`config.mk`:
```
export PLATFORM = sky130hd
export DESIGN_NAME = mem_port_arbiter
export DESIGN_NICKNAME = d
export VERILOG_FILES = /design/src/rtl/mem_port_arbiter_pkg.sv /design/src/rtl/mem_port_arbiter_arb_priority_pick.sv /design/src/rtl/mem_port_arbiter.sv
export SDC_FILE = /design/constraint.sdc
export NUM_CORES = 1
export LEC_CHECK = 0
export ABC_AREA = 0
export CORE_MARGIN = 3
export CORE_UTILIZATION = 40
export CTS_BUF_LIST = sky130_fd_sc_hd__clkbuf_8
export DETAILED_ROUTE_END_ITERATION = 10
export HOLD_SLACK_MARGIN = 0.05
export PLACE_DENSITY_LB_ADDON = 0.05
export RECOVER_POWER = 25
export SYNTH_ARGS = -nofsm -noshare
export SYNTH_HDL_FRONTEND = slang
export SYNTH_SLANG_ARGS = --single-unit
```
`constraint.sdc`:
```
create_clock -name clock -period 3.31 [get_ports clock]
set_clock_uncertainty 0.15 [all_clocks]
set_input_delay 0.331 -clock clock [delete_from_list [all_inputs] [get_ports clock]]
set_output_delay 0.331 -clock clock [all_outputs]
set_load 0.01 [all_outputs]
```
`src/rtl/mem_port_arbiter_pkg.sv`:
```
// Shared types and encodings for the IF/D memory port arbiter.
// Optional statistics outputs are enabled in the top by defining MEM_ARB_STATS_EN.
package mem_port_arbiter_pkg;

  localparam int WORD     = 16;
  localparam int STREAK_W = 4;
  localparam int TIMER_W  = 8;

  localparam logic [1:0] ARB_IDLE = 2'b00;
  localparam logic [1:0] ARB_BUSY = 2'b01;
  localparam logic [1:0] ARB_DONE = 2'b10;

  localparam logic OWN_IF = 1'b0;
  localparam logic OWN_D  = 1'b1;

  localparam logic [STREAK_W-1:0] STREAK_SAT = 4'd15;

  typedef struct packed {
    logic            we;
    logic [WORD-1:0] addr;
    logic [WORD-1:0] wdata;
  } mem_cmd_t;

  // Streak grows only while a fetch is being held off; a free D grant restarts it.
  function automatic logic [STREAK_W-1:0] streak_after_d(input logic [STREAK_W-1:0] streak,
                                                         input logic            if_waiting);
    if (!if_waiting)
      return '0;
    return (streak == STREAK_SAT) ? streak : streak + 4'd1;
  endfunction

endpackage

```
`src/rtl/mem_port_arbiter_arb_priority_pick.sv`:
```
// Winner selection: data path first, unless fetch has been held off MAX_D_STREAK times in a row.
module arb_priority_pick
  import mem_port_arbiter_pkg::*;
#(
  parameter int MAX_D_STREAK = 3
) (
  input  logic                if_req,
  input  logic                d_req,
  input  logic [STREAK_W-1:0] streak,
  output logic                grant_if,
  output logic                grant_d
);

  logic w_d_allowed;

  assign w_d_allowed = !if_req || (int'(streak) < MAX_D_STREAK);
  assign grant_d     = d_req && w_d_allowed;
  assign grant_if    = if_req && !grant_d;

endmodule

```
`src/rtl/mem_port_arbiter.sv`:
```
// Shares one single-ported memory between instruction fetch and the load/store path.
// Define MEM_ARB_STATS_EN to add grant and fetch-wait counters as extra outputs.
module mem_port_arbiter
  import mem_port_arbiter_pkg::*;
#(
  parameter int MAX_D_STREAK = 3,
  parameter int TIMEOUT      = 16
) (
  input  logic            clock,
  input  logic            reset,
  input  logic            if_req,
  input  logic [WORD-1:0] if_addr,
  output logic            if_ack,
  output logic [WORD-1:0] if_data,
  input  logic            d_req,
  input  logic            d_we,
  input  logic [WORD-1:0] d_addr,
  input  logic [WORD-1:0] d_wdata,
  output logic            d_ack,
  output logic [WORD-1:0] d_rdata,
  output logic            err,
  output logic            mem_en,
  output logic            mem_we,
  output logic [WORD-1:0] mem_addr,
  output logic [WORD-1:0] mem_wdata,
  input  logic [WORD-1:0] mem_rdata,
  input  logic            mem_ready,
  output logic            busy
`ifdef MEM_ARB_STATS_EN
  ,
  output logic [15:0]     stat_if_grants,
  output logic [15:0]     stat_d_grants,
  output logic [15:0]     stat_if_wait
`endif
);

  logic [1:0]          r_state;
  logic                r_owner;
  logic [STREAK_W-1:0] r_streak;
  logic [TIMER_W-1:0]  r_timer;
  logic                r_mem_en;
  logic                r_mem_we;
  logic [WORD-1:0]     r_mem_addr;
  logic [WORD-1:0]     r_mem_wdata;
  logic [WORD-1:0]     r_if_data;
  logic [WORD-1:0]     r_d_rdata;
  logic                r_err;

  logic                w_grant_if;
  logic                w_grant_d;
  logic                w_timed_out;
  mem_cmd_t            w_cmd;

  arb_priority_pick #(
    .MAX_D_STREAK(MAX_D_STREAK)
  ) u_pick (
    .if_req  (if_req),
    .d_req   (d_req),
    .streak  (r_streak),
    .grant_if(w_grant_if),
    .grant_d (w_grant_d)
  );

  // Fetches never write, so their command carries zero write data.
  always_comb begin
    w_cmd.we    = 1'b0;
    w_cmd.addr  = if_addr;
    w_cmd.wdata = '0;
    if (w_grant_d) begin
      w_cmd.we    = d_we;
      w_cmd.addr  = d_addr;
      w_cmd.wdata = d_wdata;
    end
  end

  assign w_timed_out = (r_timer == TIMER_W'(TIMEOUT - 1));

  always_ff @(posedge clock or posedge reset) begin
    if (reset) begin
      r_state     <= ARB_IDLE;
      r_owner     <= OWN_IF;
      r_streak    <= '0;
      r_timer     <= '0;
      r_mem_en    <= 1'b0;
      r_mem_we    <= 1'b0;
      r_mem_addr  <= '0;
      r_mem_wdata <= '0;
      r_if_data   <= '0;
      r_d_rdata   <= '0;
      r_err       <= 1'b0;
    end else begin
      case (r_state)
        ARB_IDLE: begin
          if (w_grant_d || w_grant_if) begin
            r_state     <= ARB_BUSY;
            r_owner     <= w_grant_d ? OWN_D : OWN_IF;
            r_streak    <= w_grant_d ? streak_after_d(r_streak, if_req) : '0;
            r_timer     <= '0;
            r_mem_en    <= 1'b1;
            r_mem_we    <= w_cmd.we;
            r_mem_addr  <= w_cmd.addr;
            r_mem_wdata <= w_cmd.wdata;
          end
        end
        ARB_BUSY: begin
          r_timer <= r_timer + 1'b1;
          if (mem_ready) begin
            if (r_owner == OWN_IF)
              r_if_data <= mem_rdata;
            else if (!r_mem_we)
              r_d_rdata <= mem_rdata;
            r_mem_en <= 1'b0;
            r_mem_we <= 1'b0;
            r_state  <= ARB_DONE;
          end else if (w_timed_out) begin
            r_mem_en <= 1'b0;
            r_mem_we <= 1'b0;
            r_err    <= 1'b1;
            r_state  <= ARB_DONE;
          end
        end
        ARB_DONE: begin
          r_state <= ARB_IDLE;
          r_err   <= 1'b0;
        end
        default: r_state <= ARB_IDLE;
      endcase
    end
  end

  assign if_ack    = (r_state == ARB_DONE) && (r_owner == OWN_IF);
  assign d_ack     = (r_state == ARB_DONE) && (r_owner == OWN_D);
  assign err       = r_err;
  assign busy      = (r_state != ARB_IDLE);
  assign if_data   = r_if_data;
  assign d_rdata   = r_d_rdata;
  assign mem_en    = r_mem_en;
  assign mem_we    = r_mem_we;
  assign mem_addr  = r_mem_addr;
  assign mem_wdata = r_mem_wdata;

`ifdef MEM_ARB_STATS_EN
  logic [15:0] r_stat_if_grants;
  logic [15:0] r_stat_d_grants;
  logic [15:0] r_stat_if_wait;
  logic        w_if_owns;

  // Fetch is waiting whenever it asks and does not currently hold the port.
  assign w_if_owns = (r_state != ARB_IDLE) && (r_owner == OWN_IF);

  always_ff @(posedge clock or posedge reset) begin
    if (reset) begin
      r_stat_if_grants <= '0;
      r_stat_d_grants  <= '0;
      r_stat_if_wait   <= '0;
    end else begin
      if (r_state == ARB_IDLE && w_grant_d)
        r_stat_d_grants <= r_stat_d_grants + 16'd1;
      if (r_state == ARB_IDLE && w_grant_if)
        r_stat_if_grants <= r_stat_if_grants + 16'd1;
      if (if_req && !w_if_owns)
        r_stat_if_wait <= r_stat_if_wait + 16'd1;
    end
  end

  assign stat_if_grants = r_stat_if_grants;
  assign stat_d_grants  = r_stat_d_grants;
  assign stat_if_wait   = r_stat_if_wait;
`endif

endmodule
```
==> results of run 1 <==
-- routing by layer --
metal  vias to the layer above  share of wire [%]  global-route usage, %
met2                       106                 45                   28.0
met5                         -                  0                      0
met1                      1280                 46                   23.5
li1                       1324                  -                      -
met4                         0               0.73                   4.69
met3                         4                8.9                   6.57
-- placed cells by master, fill, tap and decap left out --
master / count
a21oi_1: 32
mux2i_1: 2
nor2_1: 24
or2_1: 1
inv_6: 3
nand2b_1: 2
clkbuf_8: 9
nand4_1: 3
a211oi_1: 1
buf_4: 3
o21ai_1: 1
nor3_4: 1
dfrtp_1: 82
a32o_1: 1
dlygate4sd3_1: 1
nand2_2: 1
or2_2: 2
bufinv_16: 1
nor4_1: 1
and3_1: 3
nor2_2: 2
and2b_2: 1
o21ai_0: 11
mux2_2: 32
nand3_1: 21
o31ai_1: 1
o21a_1: 1
clkdlybuf4s50_1: 138
inv_1: 1
nand2_1: 61
ha_1: 2
clkinvlp_2: 1
clkinv_4: 1
clkinv_2: 2
and2_1: 3
buf_12: 1
-- metrics by stage --
stage	hold slack (ns)	total power [mW]
3_3_place_gp	0.298	3.71
3_5_place_dp	0.305	3.77
4_1_cts	0.237	4.52
6_report	0.319	4.46
2_1_floorplan	0.295	2.66
5_1_grt	0.356	4.78
-- power by group through the flow --
stage	Combinational [mW]	Sequential, mW	Clock [mW]
final	2.03	1.69	0.740
after global routing	2.21	1.76	0.811
after CTS	2.06	1.70	0.763
after detailed placement	2.06	1.72	0
after global placement	2.02	1.70	0
after floorplan	0.782	1.88	0
-- kinds of logic after synthesis --
family          Yosys count
simple gates            126
flops                    82
compound gates           48
mux                      34
buf+inv                  19
fa+ha+maj                 2
-- worst min path at each step --
stage,cells past startpoint,slack (ns),startpoint,to
2_1_floorplan,1,0.30,r_timer[7]$_DFFE_PP0P_,r_timer[7]$_DFFE_PP0P_
3_5_place_dp,2,0.30,mem_wdata[7]$_DFFE_PP0P_,mem_wdata[7]$_DFFE_PP0P_
4_1_cts,2,0.24,reset,if_data[12]$_DFFE_PP0P_
3_3_place_gp,2,0.30,mem_wdata[13]$_DFFE_PP0P_,mem_wdata[13]$_DFFE_PP0P_
6_report,2,0.32,mem_wdata[7]$_DFFE_PP0P_,mem_wdata[7]$_DFFE_PP0P_
5_1_grt,2,0.36,mem_wdata[0]$_DFFE_PP0P_,mem_wdata[0]$_DFFE_PP0P_
-- worst max-delay path: stages (launching register included) --
cell and delay, ns:
dfrtp_1 0.41, and2b_2 0.31, nand2_2 0.10, nor3_4 0.62, mux2_2 0.41
-- cell type report --
class | instances | area [um^2] | area share [%]
clock inverters | 7 | 75.1 | 1.49
flip-flops and latches | 82 | 2050 | 40.7
repair buffers | 143 | 1430 | 28.4
inverters | 2 | 8.76 | 0.174
multi-input cells | 210 | 1220 | 24.2
clock buffers | 9 | 124 | 2.46
well taps | 102 | 128 | 2.53
-- sequential cells by signal, summed over array words and instances, names as in the netlist --
| register | flops |
|---|---|
| d_rdata | 16 |
| mem_en | 1 |
| r_streak | 4 |
| mem_we | 1 |
| r_owner | 1 |
| mem_wdata | 16 |
| mem_addr | 16 |
| err | 1 |
| r_timer | 8 |
| if_data | 16 |
| r_state | 2 |
==> results.cfg, run 1 <==
[cells_and_area]
final_core_util_pct = 63.3
drive_gt1_share_pct = 13.2
fillers = 674
fin_nets = 520
fin_area_mm2 = 0.00504
area_growth_pct = 49.2
antenna_cells = 0
fin_cells = 555

[floorplan]
die_w_um = 97.9
start_util_pct = 42.4
core_mm2 = 0.00797
fp.dieH_um = 97.9
boundaryPins = 140
num_rows = 32
die_area_mm2 = 0.00959

[timing]
min_period_over_period_pct = 63.9
fin_crit_ns = 2.12
layout_setup_ws_ns = 1.19
final_max_slew_viol_count = 35
rsz0062_at_grt = no
setup_tns_ns = 0
max_freq_mhz = 472
setup_violations = 0
slew_headroom_pct = -5.47
worst_pin_slew_ns = 1.57
finalHoldViolCount = 0

[synth]
yosysTopAreaCell = dfrtp_1
ys.flop_type = dfrtp_1
yosysWarningCount = 0
yosys.area_share.simple_pct = 16.5
synth-async-reset-ratio_pct = 100
netlist_area_mm2 = 0.00338
synth_edf_count = 0
synthTopCellsByCount = dfrtp_1, nand2_1, a21oi_1, mux2_2, nor2_1
synth-seq-area-share_pct = 60.7
netlist_instances = 311
yosys-top-cells-area = dfrtp_1, mux2_2, nand2_1, a21oi_1, nand3_1
synth_most_common_cell = dfrtp_1
synth_top_cell_area_share_pct = 60.7
yosys.area_share.adder_pct = 0.740
syn_area_per_cell_um2 = 10.9
synth_mux_area_share_pct = 11.3
ys_seq_elements = 82
synth_top_family_by_area = simple AND/OR/NAND/NOR gates
synth-xor-area-share_pct = 0
synth_nets = 383
synth_compound_area_share_pct = 7.48
synthDistinctLibCells = 30

[pwr]
p_clk_share_pct = 16.6
p_switching_mw = 1.52
pwr_density_cell_mw_per_mm2 = 884
pwr-share-seq_pct = 37.9
power.share.combinational_pct = 45.5
peakVddDrop_mv = 0.354
intPower_mw = 2.94
switching_share_pct = 34.0
power.leakage_nw = 2.21

[placement]
place_inst = 539
gp_congestion = 0.739
pre_cts_slack_ns = 1.01
dp_hpwl_mm = 5.87
port_buffers = 139
placed_cell_area_mm2 = 0.00484

[critical_path]
rrSetupSlack_ns = 1.19
endpoint = d_rdata[6]$_DFFE_PP0P_
ff2ff_path_depth = 4
crit_path_end_kind = flop
worst_ep_arrival_time_ns = 2.20
path_class = reg -> reg
start_kind = flop
critPathRequiredTime_ns = 3.39
crit_start = r_state[1]$_DFFE_PP0P_
crit_fanout = 16
r2r-start = r_state[1]$_DFFE_PP0P_
regToRegEndpoint = d_rdata[6]$_DFFE_PP0P_

[clocking]
clockBufferDepth = 2
ctsHoldBuffers = 0
cts_setup_buffers = 0
cts-buffers-inserted = 9
cts_max_level = 3
cts_sinks = 82
cts-root-buf = clkbuf_8
cts_tree = built
clk_latency_ns = 0.35
cts.repair.resized = 0
cts.clk_slew.worst_paths_ns = 0.09

[worst_hold_path]
hold_class = reg -> reg

[status]
status = complete, but fails checks
violations = max-capacitance violations, max-slew violations

[global_route]
grt_pass1_vias = 2812
grt_start_max_net_pins = 49
grt_usage_pct = 17.9
antenna_found_initial = 0
grt_pass1_wl_mm = 14.0
grt.overflow.total = 0

[detailed_routing]
firstDrtPassIters = 4
routed_wl_mm = 8.30
viasPerCell = 4.89
drt_iter0_drc = 82
wl_per_cell_um = 15.0
vias = 2714
antenna_left = 0
drc = 0

[flow_run]
maxCapViolCount = 1
(Power assumes the default switching activity.)
==> run 2, diff against run 1 <==
==> constraint.sdc (replaced) <==
create_clock -name clock -period 1.7 [get_ports clock]
set_clock_uncertainty 0.15 [all_clocks]
set_input_delay 0.17 -clock clock [delete_from_list [all_inputs] [get_ports clock]]
set_output_delay 0.17 -clock clock [all_outputs]
set_load 0.01 [all_outputs]
==> results.cfg, run 2 (synthesized netlist as in run 1, its figures left out) <==
[clocking]
cts_sinks = 82
clockBufferDepth = 2
cts_tree = built
cts-buffers-inserted = 9
clk_latency_ns = 0.34
cts.clk_slew.worst_paths_ns = 0.08
cts-root-buf = clkbuf_8
cts_max_level = 3

[global_route]
grt_usage_pct = 18.5
grt_pass1_wl_mm = 14.5
grt_pass1_vias = 2987
antenna_found_initial = 0
grt.overflow.total = 0
grt_start_max_net_pins = 43

[critical_path]
regToRegEndpoint = mem_wdata[8]$_DFFE_PP0P_
start_kind = flop
r2r-start = r_streak[1]$_DFFE_PP0P_
crit_fanout = 8
worst_ep_arrival_time_ns = 1.83
critPathRequiredTime_ns = 1.83
crit_path_end_kind = flop
ff2ff_path_depth = 7
rrSetupSlack_ns = 0.00005
path_class = reg -> reg

[placement]
port_buffers = 139
gp_congestion = 0.758
placed_cell_area_mm2 = 0.00513
dp_hpwl_mm = 6.30

[pwr]
power.leakage_nw = 2.47
p_switching_mw = 3.05
switching_share_pct = 32.1
power.share.combinational_pct = 48.1
power_mw = 9.52
peakVddDrop_mv = 0.880
p_clk_share_pct = 17.1
intPower_mw = 6.46
pwr-share-seq_pct = 34.8
pwr_density_cell_mw_per_mm2 = 1700

[cells_and_area]
multi_input_area_mm2 = 0.00134
antenna_cells = 0
drive_gt1_share_pct = 22.2
final_common_cell = clkdlybuf4s50_1
area_growth_pct = 65.2
fin_area_mm2 = 0.00558
final_cell_mix = clkdlybuf4s50_1, dfrtp_1, nand2_1
fin_nets = 550
fillers = 624
seq_area_mm2 = 0.00205

[floorplan]
boundaryPins = 140
num_rows = 32
start_util_pct = 42.4
fp.dieH_um = 97.9
die_w_um = 97.9
core_mm2 = 0.00797
die_area_mm2 = 0.00959

[flow_run]
maxCapViolCount = 0

[detailed_routing]
firstDrtPassIters = 4
routed_wl_mm = 8.93
vias = 2894
drc = 0
viasPerCell = 4.96
drt_iter0_drc = 94
wl_per_cell_um = 15.3
antenna_left = 0

[timing]
min_period_over_period_pct = 100
setup_tns_ns = 0
slew_headroom_pct = 51.9
setup_violations = 0
finalHoldViolCount = 0
final_max_slew_viol_count = 0
worst_pin_slew_ns = 0.718
max_freq_mhz = 588
rsz0062_at_grt = yes
fin_crit_ns = 1.70

[worst_hold_path]
hp-start = if_addr[10]
worstHoldPathCells = 3
hold_class = in -> reg
min_to = mem_addr[10]$_DFFE_PP0P_

[status]
status = complete, no violations
-- run 2: cell types whose count changed in the layout (fill, tap and decap cells not counted), sizes merged --
| cell | change |
|---|---|
| buf | +28 |
| bufinv | +2 |
| clkbuf | +2 |
| clkdlybuf4s50 | -2 |
| inv | -2 |
| clkdlybuf4s15 | +1 |
| clkinv | -1 |
| dlygate4sd2 | +1 |
-- run 2: through the flow --
step                utilization [%]  std cells  worst slack [ns]  hold WS, ns
floorplan                         -        311           -0.0612        0.149
global placement               64.4        562           -0.0325        0.301
detailed placement             64.4        562           -0.0662        0.305
CTS                            67.8        580            0.0124        0.200
global route                   70.1        584           -0.0497        0.207
finish                         70.1        584         0.0000530        0.215
-- run 2: worst max-delay path, cell delays in order (launching register included) --
cell and delay [ns]:
dfrtp_1 0.41, ha_2 0.21, o31ai_4 0.23, and2_4 0.24, buf_6 0.14, buf_12 0.13, nand3_1 0.08, nand2_1 0.06
-- run 2: what timing repair did --
| action | CTS | global route |
|---|---|---|
| hold endpoints to repair | 10 | 0 |
| gates resized for setup | 10 | 31 |
| gates cloned | 0 | 2 |
| pin swaps | 2 | 21 |
| buffers inserted | 2 | 2 |
| hold buffers | 1 | 0 |
| endpoints found under the setup margin | 16 | 45 |
-- run 2: layout make-up --
type | instances | area share [%]
repair buffers | 173 | 32.6
well taps | 102 | 2.29
clock inverters | 6 | 1.93
clock buffers | 9 | 2.22
multi-input cells | 210 | 24.0
flip-flops and latches | 82 | 36.8
inverters | 2 | 0.157
-- run 2: power by group through the flow --
stage	clock network (mW)	logic (mW)	registers [mW]
global route	1.75	4.95	3.44
floorplan	0	1.55	3.67
CTS	1.68	4.40	3.32
global placement	0	4.33	3.30
detailed placement	0	4.40	3.34
finish	1.63	4.57	3.31
-- run 2: per-layer routing --
metal	share of wire [%]	vias to the layer above	track usage, %
li1	-	1385	-
met1	44	1401	24.4
met2	48	99	29.2
met3	7.0	9	5.43
met4	1.2	0	6.39
met5	0	-	0
-- run 2: worst max path at each step --
stage	start	endpoint	slack, ns	depth (start not counted)
2_1_floorplan	r_state[1]$_DFFE_PP0P_	if_data[0]$_DFFE_PP0P_	-0.06	5
3_3_place_gp	if_req	mem_addr[15]$_DFFE_PP0P_	-0.03	6
3_5_place_dp	if_req	mem_addr[6]$_DFFE_PP0P_	-0.07	6
4_1_cts	r_streak[0]$_DFFE_PP0P_	mem_addr[6]$_DFFE_PP0P_	0.01	6
5_1_grt	r_streak[1]$_DFFE_PP0P_	mem_wdata[6]$_DFFE_PP0P_	-0.05	7
6_report	r_streak[1]$_DFFE_PP0P_	mem_wdata[8]$_DFFE_PP0P_	0.00005	7
==> run 3, diff against run 2 <==
--- a/config.mk
+++ b/config.mk
@@ -6,6 +6,7 @@
 export NUM_CORES = 1
 export LEC_CHECK = 0
 export ABC_AREA = 0
+export CORE_ASPECT_RATIO = 1.75
 export CORE_MARGIN = 3
 export CORE_UTILIZATION = 40
 export CTS_BUF_LIST = sky130_fd_sc_hd__clkbuf_8
==> results.cfg, run 3 (synthesized netlist as in run 1, its figures left out) <==
[status]
status = complete, no violations

[timing]
rsz0062_at_grt = yes
worst_pin_slew_ns = 1.11
slew_headroom_pct = 25.7
final_max_slew_viol_count = 0
setup_tns_ns = 0
setup_violations = 0
fin_crit_ns = 1.69
layout_setup_ws_ns = 0.00673
max_freq_mhz = 591
whs_ns = 0.204
min_period_over_period_pct = 99.6
finalHoldViolCount = 0

[clocking]
clockBufferDepth = 2
cts-root-buf = clkbuf_8
clk_latency_ns = 0.34
cts.clk_slew.worst_paths_ns = 0.08
cts_tree = built
cts_max_level = 3
cts-buffers-inserted = 9
cts_sinks = 82

[placement]
pre_cts_slack_ns = -0.0710
place_inst = 546
port_buffers = 139
dp_hpwl_mm = 6.04
gp_congestion = 0.752

[worst_hold_path]
hold_class = in -> reg

[cells_and_area]
final_cell_mix = clkdlybuf4s50_1, dfrtp_1, nand2_1
fin_cells = 567
fin_nets = 545
drive_gt1_share_pct = 18.0
seq_area_mm2 = 0.00205
antenna_cells = 0
multi_input_area_mm2 = 0.00130
fillers = 681
area_growth_pct = 59.2
final_common_cell = clkdlybuf4s50_1

[global_route]
grt_pass1_vias = 2784
antenna_found_initial = 0
busiest_layer = met2
grt.overflow.total = 0
use_met1_pct = 20.2
global_route.usage.met3_pct = 4.96
grtUsageMet2_pct = 30.1
grt_start_max_net_pins = 83
grt_pass1_wl_mm = 13.0
grt_usage_pct = 17.6

[floorplan]
core_mm2 = 0.00807
die_area_mm2 = 0.00963
start_util_pct = 41.9
fp.dieH_um = 128
num_rows = 43
die_w_um = 75.5
boundaryPins = 140

[pwr]
peakVddDrop_mv = 0.938
pwr_density_cell_mw_per_mm2 = 1710
power.share.combinational_pct = 48.4
p_switching_mw = 2.94
pwr-share-seq_pct = 35.9
switching_share_pct = 32.0
intPower_mw = 6.26
power.leakage_nw = 2.44
p_clk_share_pct = 15.7

[detailed_routing]
drc = 0
antenna_left = 0
routed_wl_mm = 8.53
viasPerCell = 5.01
wl_per_cell_um = 15.0
drt_iter0_drc = 119
vias = 2839
firstDrtPassIters = 4

[critical_path]
crit_chain = and2b_2, nand2_2, nor3_4, buf_12, mux2_2
crit_fanout = 16
start_kind = flop
crit_family = simple AND/OR/NAND/NOR gates
path_buf_inv = 1
crit_path_end_kind = flop
critPathMaxStageDelay_ns = 0.41
path_class = reg -> reg
critPathRequiredTime_ns = 1.78
cp_slowest_cell = dfrtp_1
worst_ep_arrival_time_ns = 1.77

[flow_run]
maxCapViolCount = 0
-- run 3: area by class of cell --
type / instances / area share (%)
clock inverter: 6 / 1.42
timing repair buffer: 168 / 31.6
sequential: 82 / 38.1
tap: 90 / 2.09
inverter: 2 / 0.209
clock buffer: 9 / 2.30
multi-input combinational: 210 / 24.2
-- run 3: repair_timing --
item	CTS	global route
hold endpoints to repair	0	0
hold buffers	0	0
cloned	1	2
endpoints found under the setup margin	28	73
pin swaps	0	6
setup buffers	0	3
gates resized for setup	10	29
-- run 3: per-stage QoR --
step                total power, mW  cell area, um^2  utilization, %
floorplan                      5.21             3390               -
global placement               7.54             5030            62.4
detailed placement             7.65             5030            62.4
CTS                            9.13             5260            65.2
global route                   9.83             5380            66.7
finish                         9.20             5380            66.7
-- run 3: path summary, 6_finish.rpt --
| path | startpoint | endpoint | slack (ns) | depth (start not counted) |
|---|---|---|---|---|
| setup / recovery | r_state[1]$_DFFE_PP0P_ | d_rdata[11]$_DFFE_PP0P_ | 0.007 | 5 |
| hold / removal | if_addr[14] | mem_addr[14]$_DFFE_PP0P_ | 0.20 | 3 |
| setup reg to reg | r_state[1]$_DFFE_PP0P_ | d_rdata[11]$_DFFE_PP0P_ | 0.007 | 5 |
| hold reg to reg | mem_wdata[2]$_DFFE_PP0P_ | mem_wdata[2]$_DFFE_PP0P_ | 0.32 | 2 |
| max in group asynchronous | reset | d_rdata[8]$_DFFE_PP0P_ | 0.23 | 3 |
| min in group asynchronous | reset | if_data[6]$_DFFE_PP0P_ | 0.45 | 3 |
-- run 3: worst register-to-register path, stage by stage (launching register included) --
cell and delay, ns:
dfrtp_1 0.41, and2b_2 0.24, nand2_2 0.08, nor3_4 0.15
buf_12 0.20, mux2_2 0.35
-- run 3: power groups by stage --
stage / registers, mW / logic (mW) / clock network (mW)
4_1_cts: 3.31 / 4.32 / 1.49
5_1_grt: 3.41 / 4.84 / 1.57
3_3_place_gp: 3.31 / 4.24 / 0
6_report: 3.30 / 4.46 / 1.44
3_5_place_dp: 3.33 / 4.33 / 0
2_1_floorplan: 3.67 / 1.55 / 0
-- run 3: per-layer routing --
| layer | routed length, um | part of all wire, % |
|---|---|---|
| met5 | 0 | 0 |
| met4 | 205 | 2.4 |
| met3 | 487 | 5.7 |
| met2 | 4450 | 52 |
| met1 | 3390 | 40 |
